--- src/rtl/mem_port_arbiter_pkg.sv ---
// Shared types and constants for the memory port arbiter.
//   state_t   : sequencing state (IDLE/ISSUE/WAIT)
//   owner_t   : requester that currently owns the memory port
//   FETCH_MASK: byte enables driven for instruction fetches
package mem_port_arbiter_pkg;

  typedef enum logic [1:0] {
    IDLE  = 2'd0,
    ISSUE = 2'd1,
    WAIT  = 2'd2
  } state_t;

  typedef enum logic [1:0] {
    NONE = 2'd0,
    IMEM = 2'd1,
    DMEM = 2'd2
  } owner_t;

  localparam logic [3:0] FETCH_MASK = 4'b1111;

  // The memory macro is word addressed; byte offsets are carried by the mask.
  function automatic logic [31:0] word_align(input logic [31:0] addr);
    return addr & 32'hFFFF_FFFC;
  endfunction

endpackage

--- src/rtl/mem_port_arbiter_if.sv ---
// Bus bundle between the fetch stage, the mem stage, the memory macro and
// the arbiter.
//   slave  : arbiter view (requests and memory read data in; acks, read
//            data, stalls and memory strobes out)
//   master : requester/memory view (the opposite directions)
interface mem_port_arbiter_if;

  logic        i_imem_req;
  logic [31:0] i_imem_addr;
  logic [31:0] o_imem_rdata;
  logic        o_imem_ack;
  logic        o_imem_stall;

  logic        i_dmem_rd_en;
  logic        i_dmem_wr_en;
  logic [31:0] i_dmem_addr;
  logic [31:0] i_dmem_wdata;
  logic [3:0]  i_dmem_mask;
  logic [31:0] o_dmem_rdata;
  logic        o_dmem_ack;
  logic        o_dmem_stall;

  logic [31:0] o_mem_addr;
  logic        o_mem_ren;
  logic        o_mem_wen;
  logic [31:0] o_mem_wdata;
  logic [3:0]  o_mem_mask;
  logic [31:0] i_mem_rdata;

  logic        o_proto_err;

  modport slave (
    input  i_imem_req, i_imem_addr,
    input  i_dmem_rd_en, i_dmem_wr_en, i_dmem_addr, i_dmem_wdata, i_dmem_mask,
    input  i_mem_rdata,
    output o_imem_rdata, o_imem_ack, o_imem_stall,
    output o_dmem_rdata, o_dmem_ack, o_dmem_stall,
    output o_mem_addr, o_mem_ren, o_mem_wen, o_mem_wdata, o_mem_mask,
    output o_proto_err
  );

  modport master (
    output i_imem_req, i_imem_addr,
    output i_dmem_rd_en, i_dmem_wr_en, i_dmem_addr, i_dmem_wdata, i_dmem_mask,
    output i_mem_rdata,
    input  o_imem_rdata, o_imem_ack, o_imem_stall,
    input  o_dmem_rdata, o_dmem_ack, o_dmem_stall,
    input  o_mem_addr, o_mem_ren, o_mem_wen, o_mem_wdata, o_mem_mask,
    input  o_proto_err
  );

endinterface

--- src/rtl/mem_port_arbiter_grant_select.sv ---
// Grant decision between fetch and data requests, with the data streak
// counter that bounds fetch starvation.
//   i_clk, i_rst : clock, asynchronous active-high reset
//   in_idle      : arbiter is in IDLE; grants and streak updates only then
//   imem_req     : fetch request pending
//   dmem_req     : data read or write pending
//   grant_imem   : fetch wins this IDLE cycle
//   grant_dmem   : data wins this IDLE cycle
module mem_grant_select #(
  parameter int unsigned MAX_DATA_STREAK = 4,
  parameter int unsigned CNT_W           = 4
) (
  input  logic i_clk,
  input  logic i_rst,
  input  logic in_idle,
  input  logic imem_req,
  input  logic dmem_req,
  output logic grant_imem,
  output logic grant_dmem
);

  localparam logic [CNT_W-1:0] STREAK_MAX = CNT_W'(MAX_DATA_STREAK);
  localparam logic [CNT_W-1:0] CNT_ONE    = CNT_W'(1);

  logic [CNT_W-1:0] streak;
  logic             fetch_turn;

  // Data normally wins; a waiting fetch takes the port once data has had
  // MAX_DATA_STREAK grants in a row while it waited.
  always_comb begin
    fetch_turn = imem_req && (streak == STREAK_MAX);
    grant_dmem = in_idle && dmem_req && !fetch_turn;
    grant_imem = in_idle && imem_req && !grant_dmem;
  end

  always_ff @(posedge i_clk or posedge i_rst) begin
    if (i_rst) begin
      streak <= '0;
    end else if (in_idle) begin
      if (!imem_req || grant_imem) begin
        streak <= '0;
      end else if (grant_dmem) begin
        streak <= streak + CNT_ONE;
      end
    end
  end

endmodule

--- src/rtl/mem_port_arbiter.sv ---
// Shares one single-ported memory between instruction fetch (read only)
// and the mem stage (load/store). Each access is granted in IDLE, issued
// for exactly one cycle, waits out the memory read latency, then the
// owner gets a one-cycle ack.
//   i_clk, i_rst : clock, asynchronous active-high reset
//   bus          : fetch, data and memory signals (slave modport)
// Parameters:
//   RD_LATENCY      : cycles from issue to valid memory read data (>=1)
//   MAX_DATA_STREAK : data grants in a row allowed while a fetch waits (>=1)
//   CNT_W           : width of latency and streak counters
module mem_port_arbiter #(
  parameter int unsigned RD_LATENCY      = 1,
  parameter int unsigned MAX_DATA_STREAK = 4,
  parameter int unsigned CNT_W           = 4
) (
  input  logic               i_clk,
  input  logic               i_rst,
  mem_port_arbiter_if.slave  bus
);
  import mem_port_arbiter_pkg::*;

  localparam logic [CNT_W-1:0] LAT_LOAD = CNT_W'(RD_LATENCY - 1);
  localparam logic [CNT_W-1:0] CNT_ONE  = CNT_W'(1);

  state_t           state;
  owner_t           owner;
  logic [CNT_W-1:0] lat_cnt;
  logic             is_read;
  logic             mem_ren;
  logic             mem_wen;
  logic [31:0]      mem_addr;
  logic [31:0]      mem_wdata;
  logic [3:0]       mem_mask;
  logic             imem_ack;
  logic             dmem_ack;

  logic             dmem_req;
  logic             grant_imem;
  logic             grant_dmem;
  logic [CNT_W-1:0] lat_next;

  assign dmem_req = bus.i_dmem_rd_en | bus.i_dmem_wr_en;
  assign lat_next = is_read ? LAT_LOAD : '0;

  mem_grant_select #(
    .MAX_DATA_STREAK (MAX_DATA_STREAK),
    .CNT_W           (CNT_W)
  ) u_grant_select (
    .i_clk      (i_clk),
    .i_rst      (i_rst),
    .in_idle    (state == IDLE),
    .imem_req   (bus.i_imem_req),
    .dmem_req   (dmem_req),
    .grant_imem (grant_imem),
    .grant_dmem (grant_dmem)
  );

  // Acks are registered one cycle ahead: they are set on the edge that
  // enters the WAIT cycle in which the latency counter reads zero.
  always_ff @(posedge i_clk or posedge i_rst) begin
    if (i_rst) begin
      state     <= IDLE;
      owner     <= NONE;
      lat_cnt   <= '0;
      is_read   <= 1'b0;
      mem_ren   <= 1'b0;
      mem_wen   <= 1'b0;
      mem_addr  <= '0;
      mem_wdata <= '0;
      mem_mask  <= '0;
      imem_ack  <= 1'b0;
      dmem_ack  <= 1'b0;
    end else begin
      imem_ack <= 1'b0;
      dmem_ack <= 1'b0;
      case (state)
        IDLE: begin
          if (grant_dmem) begin
            // A request with both enables set is performed as a write.
            owner     <= DMEM;
            is_read   <= !bus.i_dmem_wr_en;
            mem_ren   <= !bus.i_dmem_wr_en;
            mem_wen   <= bus.i_dmem_wr_en;
            mem_addr  <= word_align(bus.i_dmem_addr);
            mem_wdata <= bus.i_dmem_wdata;
            mem_mask  <= bus.i_dmem_mask;
            state     <= ISSUE;
          end else if (grant_imem) begin
            owner    <= IMEM;
            is_read  <= 1'b1;
            mem_ren  <= 1'b1;
            mem_wen  <= 1'b0;
            mem_addr <= word_align(bus.i_imem_addr);
            mem_mask <= FETCH_MASK;
            state    <= ISSUE;
          end
        end
        ISSUE: begin
          mem_ren <= 1'b0;
          mem_wen <= 1'b0;
          lat_cnt <= lat_next;
          state   <= WAIT;
          if (lat_next == '0) begin
            imem_ack <= (owner == IMEM);
            dmem_ack <= (owner == DMEM);
          end
        end
        WAIT: begin
          if (lat_cnt == '0) begin
            owner <= NONE;
            state <= IDLE;
          end else begin
            lat_cnt <= lat_cnt - CNT_ONE;
            if (lat_cnt == CNT_ONE) begin
              imem_ack <= (owner == IMEM);
              dmem_ack <= (owner == DMEM);
            end
          end
        end
        default: begin
          owner <= NONE;
          state <= IDLE;
        end
      endcase
    end
  end

  assign bus.o_mem_addr  = mem_addr;
  assign bus.o_mem_ren   = mem_ren;
  assign bus.o_mem_wen   = mem_wen;
  assign bus.o_mem_wdata = mem_wdata;
  assign bus.o_mem_mask  = mem_mask;

  assign bus.o_imem_ack   = imem_ack;
  assign bus.o_dmem_ack   = dmem_ack;
  assign bus.o_imem_rdata = imem_ack ? bus.i_mem_rdata : '0;
  assign bus.o_dmem_rdata = (dmem_ack && is_read) ? bus.i_mem_rdata : '0;

  // Stalls and the protocol error depend on live request inputs, so they
  // are gated by reset to keep every output at zero while reset is held.
  assign bus.o_imem_stall = !i_rst && bus.i_imem_req && !imem_ack;
  assign bus.o_dmem_stall = !i_rst && dmem_req && !dmem_ack;
  assign bus.o_proto_err  = !i_rst && grant_dmem
                            && bus.i_dmem_rd_en && bus.i_dmem_wr_en;

endmodule

--- src/flat_wrapper.sv ---
// flat-port wrapper written by rule: the top's interface ports become plain ports
module mem_port_arbiter_flat import mem_port_arbiter_pkg::*;
#(
  parameter int unsigned RD_LATENCY      = 1,
  parameter int unsigned MAX_DATA_STREAK = 4,
  parameter int unsigned CNT_W           = 4
)
  (i_clk, i_rst, bus_i_imem_req, bus_i_imem_addr, bus_i_dmem_rd_en, bus_i_dmem_wr_en, bus_i_dmem_addr, bus_i_dmem_wdata, bus_i_dmem_mask, bus_i_mem_rdata, bus_o_imem_rdata, bus_o_imem_ack, bus_o_imem_stall, bus_o_dmem_rdata, bus_o_dmem_ack, bus_o_dmem_stall, bus_o_mem_addr, bus_o_mem_ren, bus_o_mem_wen, bus_o_mem_wdata, bus_o_mem_mask, bus_o_proto_err);
  mem_port_arbiter_if bus_i ();
  input  logic i_clk;
  input  logic i_rst;
  input wire logic [$bits(bus_i.i_imem_req)-1:0] bus_i_imem_req;
  input wire logic [$bits(bus_i.i_imem_addr)-1:0] bus_i_imem_addr;
  input wire logic [$bits(bus_i.i_dmem_rd_en)-1:0] bus_i_dmem_rd_en;
  input wire logic [$bits(bus_i.i_dmem_wr_en)-1:0] bus_i_dmem_wr_en;
  input wire logic [$bits(bus_i.i_dmem_addr)-1:0] bus_i_dmem_addr;
  input wire logic [$bits(bus_i.i_dmem_wdata)-1:0] bus_i_dmem_wdata;
  input wire logic [$bits(bus_i.i_dmem_mask)-1:0] bus_i_dmem_mask;
  input wire logic [$bits(bus_i.i_mem_rdata)-1:0] bus_i_mem_rdata;
  output wire logic [$bits(bus_i.o_imem_rdata)-1:0] bus_o_imem_rdata;
  output wire logic [$bits(bus_i.o_imem_ack)-1:0] bus_o_imem_ack;
  output wire logic [$bits(bus_i.o_imem_stall)-1:0] bus_o_imem_stall;
  output wire logic [$bits(bus_i.o_dmem_rdata)-1:0] bus_o_dmem_rdata;
  output wire logic [$bits(bus_i.o_dmem_ack)-1:0] bus_o_dmem_ack;
  output wire logic [$bits(bus_i.o_dmem_stall)-1:0] bus_o_dmem_stall;
  output wire logic [$bits(bus_i.o_mem_addr)-1:0] bus_o_mem_addr;
  output wire logic [$bits(bus_i.o_mem_ren)-1:0] bus_o_mem_ren;
  output wire logic [$bits(bus_i.o_mem_wen)-1:0] bus_o_mem_wen;
  output wire logic [$bits(bus_i.o_mem_wdata)-1:0] bus_o_mem_wdata;
  output wire logic [$bits(bus_i.o_mem_mask)-1:0] bus_o_mem_mask;
  output wire logic [$bits(bus_i.o_proto_err)-1:0] bus_o_proto_err;
  assign bus_i.i_imem_req = bus_i_imem_req;
  assign bus_i.i_imem_addr = bus_i_imem_addr;
  assign bus_i.i_dmem_rd_en = bus_i_dmem_rd_en;
  assign bus_i.i_dmem_wr_en = bus_i_dmem_wr_en;
  assign bus_i.i_dmem_addr = bus_i_dmem_addr;
  assign bus_i.i_dmem_wdata = bus_i_dmem_wdata;
  assign bus_i.i_dmem_mask = bus_i_dmem_mask;
  assign bus_i.i_mem_rdata = bus_i_mem_rdata;
  assign bus_o_imem_rdata = bus_i.o_imem_rdata;
  assign bus_o_imem_ack = bus_i.o_imem_ack;
  assign bus_o_imem_stall = bus_i.o_imem_stall;
  assign bus_o_dmem_rdata = bus_i.o_dmem_rdata;
  assign bus_o_dmem_ack = bus_i.o_dmem_ack;
  assign bus_o_dmem_stall = bus_i.o_dmem_stall;
  assign bus_o_mem_addr = bus_i.o_mem_addr;
  assign bus_o_mem_ren = bus_i.o_mem_ren;
  assign bus_o_mem_wen = bus_i.o_mem_wen;
  assign bus_o_mem_wdata = bus_i.o_mem_wdata;
  assign bus_o_mem_mask = bus_i.o_mem_mask;
  assign bus_o_proto_err = bus_i.o_proto_err;
  mem_port_arbiter #(.RD_LATENCY(RD_LATENCY), .MAX_DATA_STREAK(MAX_DATA_STREAK), .CNT_W(CNT_W)) u_core (.i_clk(i_clk), .i_rst(i_rst), .bus(bus_i));
endmodule
--- config.mk ---
export PLATFORM = sky130hd
export DESIGN_NAME = mem_port_arbiter_flat
export DESIGN_NICKNAME = d
export VERILOG_FILES = /design/src/rtl/mem_port_arbiter_pkg.sv /design/src/rtl/mem_port_arbiter_if.sv /design/src/rtl/mem_port_arbiter_grant_select.sv /design/src/rtl/mem_port_arbiter.sv /design/src/flat_wrapper.sv
export SDC_FILE = /design/constraint.sdc
export NUM_CORES = 1
export LEC_CHECK = 0
export ABC_AREA = 1
export CAP_MARGIN = 0
export CORE_MARGIN = 1
export CORE_UTILIZATION = 41
export DETAILED_ROUTE_END_ITERATION = 7
export PLACE_DENSITY = 0.87
export SYNTH_ARGS = -nofsm -noshare
export SYNTH_HDL_FRONTEND = slang
export SYNTH_SLANG_ARGS = --single-unit
--- constraint.sdc ---
create_clock -name i_clk -period 4.6 [get_ports i_clk]
set_input_delay 0.69 -clock i_clk [delete_from_list [all_inputs] [get_ports i_clk]]
set_output_delay 0.69 -clock i_clk [all_outputs]
set_load 0.01 [all_outputs]
==> impl_metrics.yaml, run 1 <==
final_layout:
  diodes: 0
  nets: 1062
  area_growth_pct: 64.4
  fin_util_pct: 69.2
  drive_above_1_share_pct: 3.14
logic_synthesis:
  ys_seq_area_share_pct: 45.5
  synth_cell_types: 25
  avgSynthCellArea_um2: 6.86
  synth-seq-cells: 83
  synth_area_um2: 4560
  synth_cells: 665
  yosys_warnings: 0
floorplanning:
  fp.dieW_um: 107
  io_pins: 276
  die_h_um: 107
  initial_core_util_pct: 42.1
  fp.dieArea_um2: 11600
  fp.coreArea_um2: 10800
  rows: 38
sta:
  worst_slew_pin_slew_ns: 1.06
  hold_viol_final: 0
  drv_slew: 0
  worst_slew_margin_rel_pct: 29.5
  finalWorstSetupSlack_ns: 1.44
  fmax_mhz: 316
  tns_ns: 0
  finClkSkew_ns: 0.0145
  fin_crit_ns: 3.16
  setup_viol_count_final: 0
  fin_crit_sh_pct: 68.7
  rsz0062_at_grt: "false"
route:
  vias: 4913
  drtAntennaViolNets: 0
  drt_iter0_drc: 240
  totalWireLength_um: 14400
  avgViaCountPerCell: 4.62
  first_pass_iters: 4
  drc: 0
  avgRoutedWirePerCell_um: 13.6
worst_hold_path:
  min_from: "u_core.bus.o_mem_wdata[7]$_DFFE_PP0P_"
  hold_class: "flip-flop to flip-flop"
  hold_depth: 2
  min_to: "u_core.bus.o_mem_wdata[7]$_DFFE_PP0P_"
critical_path:
  worst_path_largest_cell_delay_ns: 0.60
  worstPathCellList: "inv_1 > ha_1 > inv_2 > nor2_4 > nand3_1 > nor3_1 > clkdlybuf4s50_1"
  critical_path.startpoint: "u_core.state[0]$_DFFE_PP0P_"
  rrSetupSlack_ns: 1.73
  cp.arrival_ns: 2.47
  critical_path.top_delay_family: "buffers and inverters"
  path_buf_inv: 3
  reg2reg_to: "u_core.u_grant_select.streak[1]$_DFFE_PP0P_"
  crit_required_ns: 3.91
  rr_worst_depth: 9
  cp_max_fo: 9
  end_kind: "output port"
  regToRegStartpoint: "u_core.state[0]$_DFFE_PP0P_"
  critPathSlowestCell: "clkdlybuf4s50_1"
  critPathKind: "flip-flop to output port"
  startpoint_type: "flip-flop"
run_status:
  status: "finished clean"
place:
  place.gp.congestion: 0.783
  pre_cts_slack_ns: 1.33
  port_buffers: 269
  dpl.hpwl_um: 10600
clock_network:
  postCtsSetupBuffers: 0
  clock-root-buffer: "clkbuf_8"
  htree_levels: 3
  cts_buffers: 9
  clk_latency_ns: 0.36
  clk_pin_slew_ns: 0.10
  clock-sinks: 83
  cts.path.max_buffers: 2
  cts_hold_buf: 0
  cts_tree: "done"
  post_cts_resized: 0
global_route:
  grt_usage_pct: 25.3
  antenna_found_initial: 0
  grt_start_max_net_pins: 50
  grt_pass1_wl_um: 22600
  grt_overflow_total: 0
  grt_pass1_vias: 4708
run:
  cap_violations: 0
pwr:
  power.density_nw_per_um2: 532
  p_leak_nw: 4.05
  peakVddDrop_uv: 317
[power by group]
part / switching [W] / total, W / leakage (nW) / internal [W]
Clock: 0.000290 / 0.000500 / 0.0953 / 0.000210
Combinational: 0.00116 / 0.00220 / 2.93 / 0.00104
Sequential: 0.000211 / 0.00129 / 1.02 / 0.00108
Total: 0.00166 / 0.00399 / 4.05 / 0.00233
[worst max path at each step]
stage	cells after the start	to	slack (ns)
3_5_place_dp	8	u_core.u_grant_select.streak[1]$_DFFE_PP0P_	1.33
3_3_place_gp	8	u_core.bus.o_mem_wdata[7]$_DFFE_PP0P_	1.38
6_report	7	bus_o_proto_err	1.44
5_1_grt	7	bus_o_proto_err	1.29
2_1_floorplan	1	u_core.bus.o_dmem_ack$_DFF_PP0_	1.77
4_1_cts	7	bus_o_proto_err	1.42
[metal layers]
layer  wire length (um)  track usage (%)
met5                  0                0
met4                334             9.30
met3               1460             8.72
met2               7100             44.6
met1               5550             28.0
[Yosys cell counts, drive strengths merged]
cell type,number,share of area (%)
conb,1,0.082
nand3,102,11
a21oi,5,0.55
clkbuf,16,1.3
o22ai,5,0.69
nand4,2,0.41
xor2,1,0.19
or2,1,0.14
nand2,218,18
o21ai,7,0.77
dfrtp,83,46
nor2,41,3.5
nor3,3,0.33
buf,19,2.5
xnor2,1,0.19
ha,7,1.9
inv,152,13
a21boi,1,0.16
[cell type report]
cell class	count	area (um2)
fill	889	3340
timing repair buffer	276	2750
sequential	83	2080
multi-input combinational	396	1750
inverter	152	572
tap	140	175
clock buffer	10	128
clock inverter	6	57.6
[tightest hold or removal path, stage by stage, from the launching register on]
cell and delay (ns):
dfrtp_1 0.36, nand2_1 0.05, nand2_1 0.05
[cells in the final DEF (no fill, tap or decap), drive strengths merged]
cell / n
a21oi: 5
nor3: 3
nand3: 102
ha: 7
nand4: 2
or2: 1
buf: 7
nor2: 41
inv: 155
o22ai: 5
clkdlybuf4s50: 269
a21boi: 1
conb: 2
clkinv: 3
xnor2: 1
nand2: 218
xor2: 1
dfrtp: 83
o21ai: 7
clkbuf: 10
[registers in the layout (all words and copies together) (netlist names)]
name,count
u_core.bus.o_mem_addr,30
u_core.lat_cnt,4
u_core.bus.o_mem_wen,1
u_core.owner,2
u_core.bus.o_mem_ren,1
u_core.bus.o_mem_mask,4
u_core.bus.o_imem_ack,1
u_core.bus.o_dmem_ack,1
u_core.bus.o_mem_wdata,32
u_core.is_read,1
u_core.u_grant_select.streak,4
u_core.state,2
[cells by family (layout without fill, tap and decap cells)]
group                      count (synthesis)  after routing  share of synthesized area (%)
buffers and inverters                    187            444                           16.3
xor gates and xnor gates                   2              2                          0.384
AOI/OAI and AO/OA                         18             18                           2.17
adders and majority gates                  7              7                           1.92
and+or+nand+nor                          367            367                           33.6
DFF                                       83             83                           45.5
other                                      1              2                         0.0822
[stage by stage]
step / instances / hold WS [ns] / total power, W / instance area [um2]
3_5_place_dp: 1047 / 0.465 / 0.00352 / 7320
3_3_place_gp: 1047 / 0.463 / 0.00345 / 7320
6_report: 1063 / 0.489 / 0.00399 / 7500
4_1_cts: 1063 / 0.493 / 0.00402 / 7500
2_1_floorplan: 666 / 0.449 / 0.00244 / 4570
5_1_grt: 1063 / 0.511 / 0.00431 / 7500
Power figures use the tool's default switching activity.
==> run 2, diff against run 1 <==
--- a/config.mk
+++ b/config.mk
@@ -7,10 +7,11 @@
 export LEC_CHECK = 0
 export ABC_AREA = 1
 export CAP_MARGIN = 0
+export CORE_ASPECT_RATIO = 1.5
 export CORE_MARGIN = 1
-export CORE_UTILIZATION = 41
+export CORE_UTILIZATION = 34
 export DETAILED_ROUTE_END_ITERATION = 7
-export PLACE_DENSITY = 0.87
+export PLACE_DENSITY = 0.77
 export SYNTH_ARGS = -nofsm -noshare
 export SYNTH_HDL_FRONTEND = slang
 export SYNTH_SLANG_ARGS = --single-unit
==> constraint.sdc (replaced) <==
create_clock -name i_clk -period 2.9 [get_ports i_clk]
set_input_delay 0.435 -clock i_clk [delete_from_list [all_inputs] [get_ports i_clk]]
set_output_delay 0.435 -clock i_clk [all_outputs]
set_load 0.01 [all_outputs]
==> run 2 against run 1 <==
Against the previous run:
- design area is 3.0% higher
- register-to-register slack lost 1.0 ns
- utilization fell by 9.8 points
- worst hold slack got worse by 0.010 ns
- non-clock buffer count is 6 higher
- flip-flop and latch count unchanged
- via count is 0.41% higher
- total power is 71% higher
- combinational power grew 63%
==> impl_metrics.yaml, run 2 (synthesized netlist as in run 1, its figures left out) <==
run_status:
  status: "finished clean"
floorplanning:
  fp.coreArea_um2: 13000
  fp.dieArea_um2: 13900
  fp.dieW_um: 96.6
  initial_core_util_pct: 35.1
  io_pins: 276
  rows: 51
  die_h_um: 144
clock_network:
  clock-sinks: 83
  clk_pin_slew_ns: 0.06
  clock-root-buffer: "clkbuf_16"
  post_cts_resized: 0
  cts_hold_buf: 0
  cts.path.max_buffers: 2
  clk_latency_ns: 0.35
  htree_levels: 3
  postCtsSetupBuffers: 0
  cts_buffers: 9
  cts_tree: "done"
pwr:
  p_sw_share_pct: 38.8
  clkPwrFrac_pct: 17.9
  p_int_w: 0.00418
  p_leak_nw: 4.14
  p_comb_share_pct: 52.5
  power.density_nw_per_um2: 883
  peakVddDrop_uv: 505
  p_total_w: 0.00683
  p_switching_w: 0.00265
  sequentialPowerShare_pct: 29.6
global_route:
  grt_start_max_net_pins: 56
  antenna_found_initial: 0
  grt_pass1_vias: 4510
  use_met2_pct: 37.4
  grt_overflow_total: 0
  met1_usage_pct: 21.1
  grt_busiest_layer: "met2"
  use_met3_pct: 5.87
  grt_usage_pct: 20.7
  grt_pass1_wl_um: 21400
critical_path:
  end_kind: "output port"
  worst_path_largest_cell_delay_ns: 0.64
  critPathKind: "flip-flop to output port"
  path_buf_inv: 3
  critPathSlowestCell: "clkdlybuf4s50_1"
  critical_path.top_delay_family: "buffers and inverters"
  crit_required_ns: 2.47
  cp.arrival_ns: 2.17
  startpoint_type: "flip-flop"
  worstPathCellList: "inv_1 > ha_1 > inv_2 > nor2_4 > nand3_1 > nor3_1 > clkdlybuf4s50_1"
  cp_max_fo: 4
final_layout:
  layout_commonest_cell: "clkdlybuf4s50_1"
  drive_above_1_share_pct: 3.66
  final_area_um2: 7730
  layout_common_cells: "clkdlybuf4s50_1 (269), nand2_1 (217), inv_1 (149)"
  nets: 1068
  area_growth_pct: 69.4
  largest_reg_flops: 32
  diodes: 0
sta:
  setup_viol_count_final: 0
  worst_slew_margin_rel_pct: 61.8
  rsz0062_at_grt: "false"
  worst_slew_pin_slew_ns: 0.572
  fin_hold_ws_ns: 0.479
  fin_crit_ns: 2.60
  drv_slew: 0
  finClkSkew_ns: 0.00971
  fin_crit_sh_pct: 89.8
  tns_ns: 0
  hold_viol_final: 0
  fmax_mhz: 384
route:
  avgRoutedWirePerCell_um: 13.2
  drtAntennaViolNets: 0
  avgViaCountPerCell: 4.54
  vias: 4933
  first_pass_iters: 4
  drc: 0
  drt_iter0_drc: 190
  totalWireLength_um: 14400
place:
  dpl.hpwl_um: 10700
  dpl_cell_area_um2: 7410
  place.gp.congestion: 0.819
  port_buffers: 269
run:
  cap_violations: 0
worst_hold_path:
  hold_class: "flip-flop to flip-flop"
==> run 2: cell types whose count changed in the layout (fill, tap and decap cells not counted) <==
cell        previous run  this run
clkbuf_16              0         9
clkbuf_8               9         1
buf_4                  7        11
buf_12                 0         2
bufinv_16              0         2
clkinv_4               2         0
clkinvlp_4             0         2
inv_6                  2         0
inv_8                  2         0
==> run 2: power groups by stage <==
| stage | combinational [W] | sequential, W | clock [W] |
|---|---|---|---|
| after detailed placement | 0.00363 | 0.00203 | 0 |
| after CTS | 0.00364 | 0.00203 | 0.00126 |
| final | 0.00358 | 0.00202 | 0.00122 |
| after global placement | 0.00355 | 0.00202 | 0 |
| after floorplan | 0.00164 | 0.00223 | 0 |
| after global routing | 0.00397 | 0.00209 | 0.00130 |
==> run 2: worst paths after layout <==
kind,startpoint,to,slack (ns),cells past startpoint
max,u_core.state[0]$_DFFE_PP0P_,bus_o_proto_err,0.30,7
min,u_core.bus.o_mem_wdata[14]$_DFFE_PP0P_,u_core.bus.o_mem_wdata[14]$_DFFE_PP0P_,0.48,2
max reg2reg,u_core.state[0]$_DFFE_PP0P_,u_core.u_grant_select.streak[1]$_DFFE_PP0P_,0.72,9
min reg2reg,u_core.bus.o_mem_wdata[14]$_DFFE_PP0P_,u_core.bus.o_mem_wdata[14]$_DFFE_PP0P_,0.48,2
max in group asynchronous,i_rst,u_core.bus.o_mem_addr[20]$_DFFE_PP0P_,1.79,3
min in group asynchronous,i_rst,u_core.bus.o_mem_addr[5]$_DFFE_PP0P_,0.51,2
==> run 2: worst register-to-register path: cells and delay by family (launching register included) <==
kind                       cells  cell delay, ns
buffers and inverters          4            1.01
and+or+nand+nor                3            0.42
DFF                            1            0.39
adders and majority gates      1            0.19
AOI/OAI and AO/OA              1            0.10
==> run 2: cell type report <==
type                       count  area [um2]
sequential                    83        2080
clock buffer                  11         243
multi-input combinational    396        1750
fill                        1182        5290
timing repair buffer         282        2820
clock inverter                 4        75.1
tap                          159         199
inverter                     152         572
==> run 2: per-stage QoR <==
stage / instances / util (%) / setup WS (ns)
after floorplan: 666 / - / 0.328
after CTS: 1087 / 59.4 / 0.284
after detailed placement: 1072 / 56.9 / 0.342
after global placement: 1072 / 56.9 / 0.359
after global routing: 1087 / 59.4 / 0.163
final: 1087 / 59.4 / 0.297
==> run 2: metal layers <==
| layer | vias to the layer above | wire (um) |
|---|---|---|
| met5 | - | 0 |
| met4 | 0 | 374 |
| met3 | 21 | 1450 |
| met2 | 213 | 7580 |
| met1 | 2222 | 4950 |
| li1 | 2477 | - |
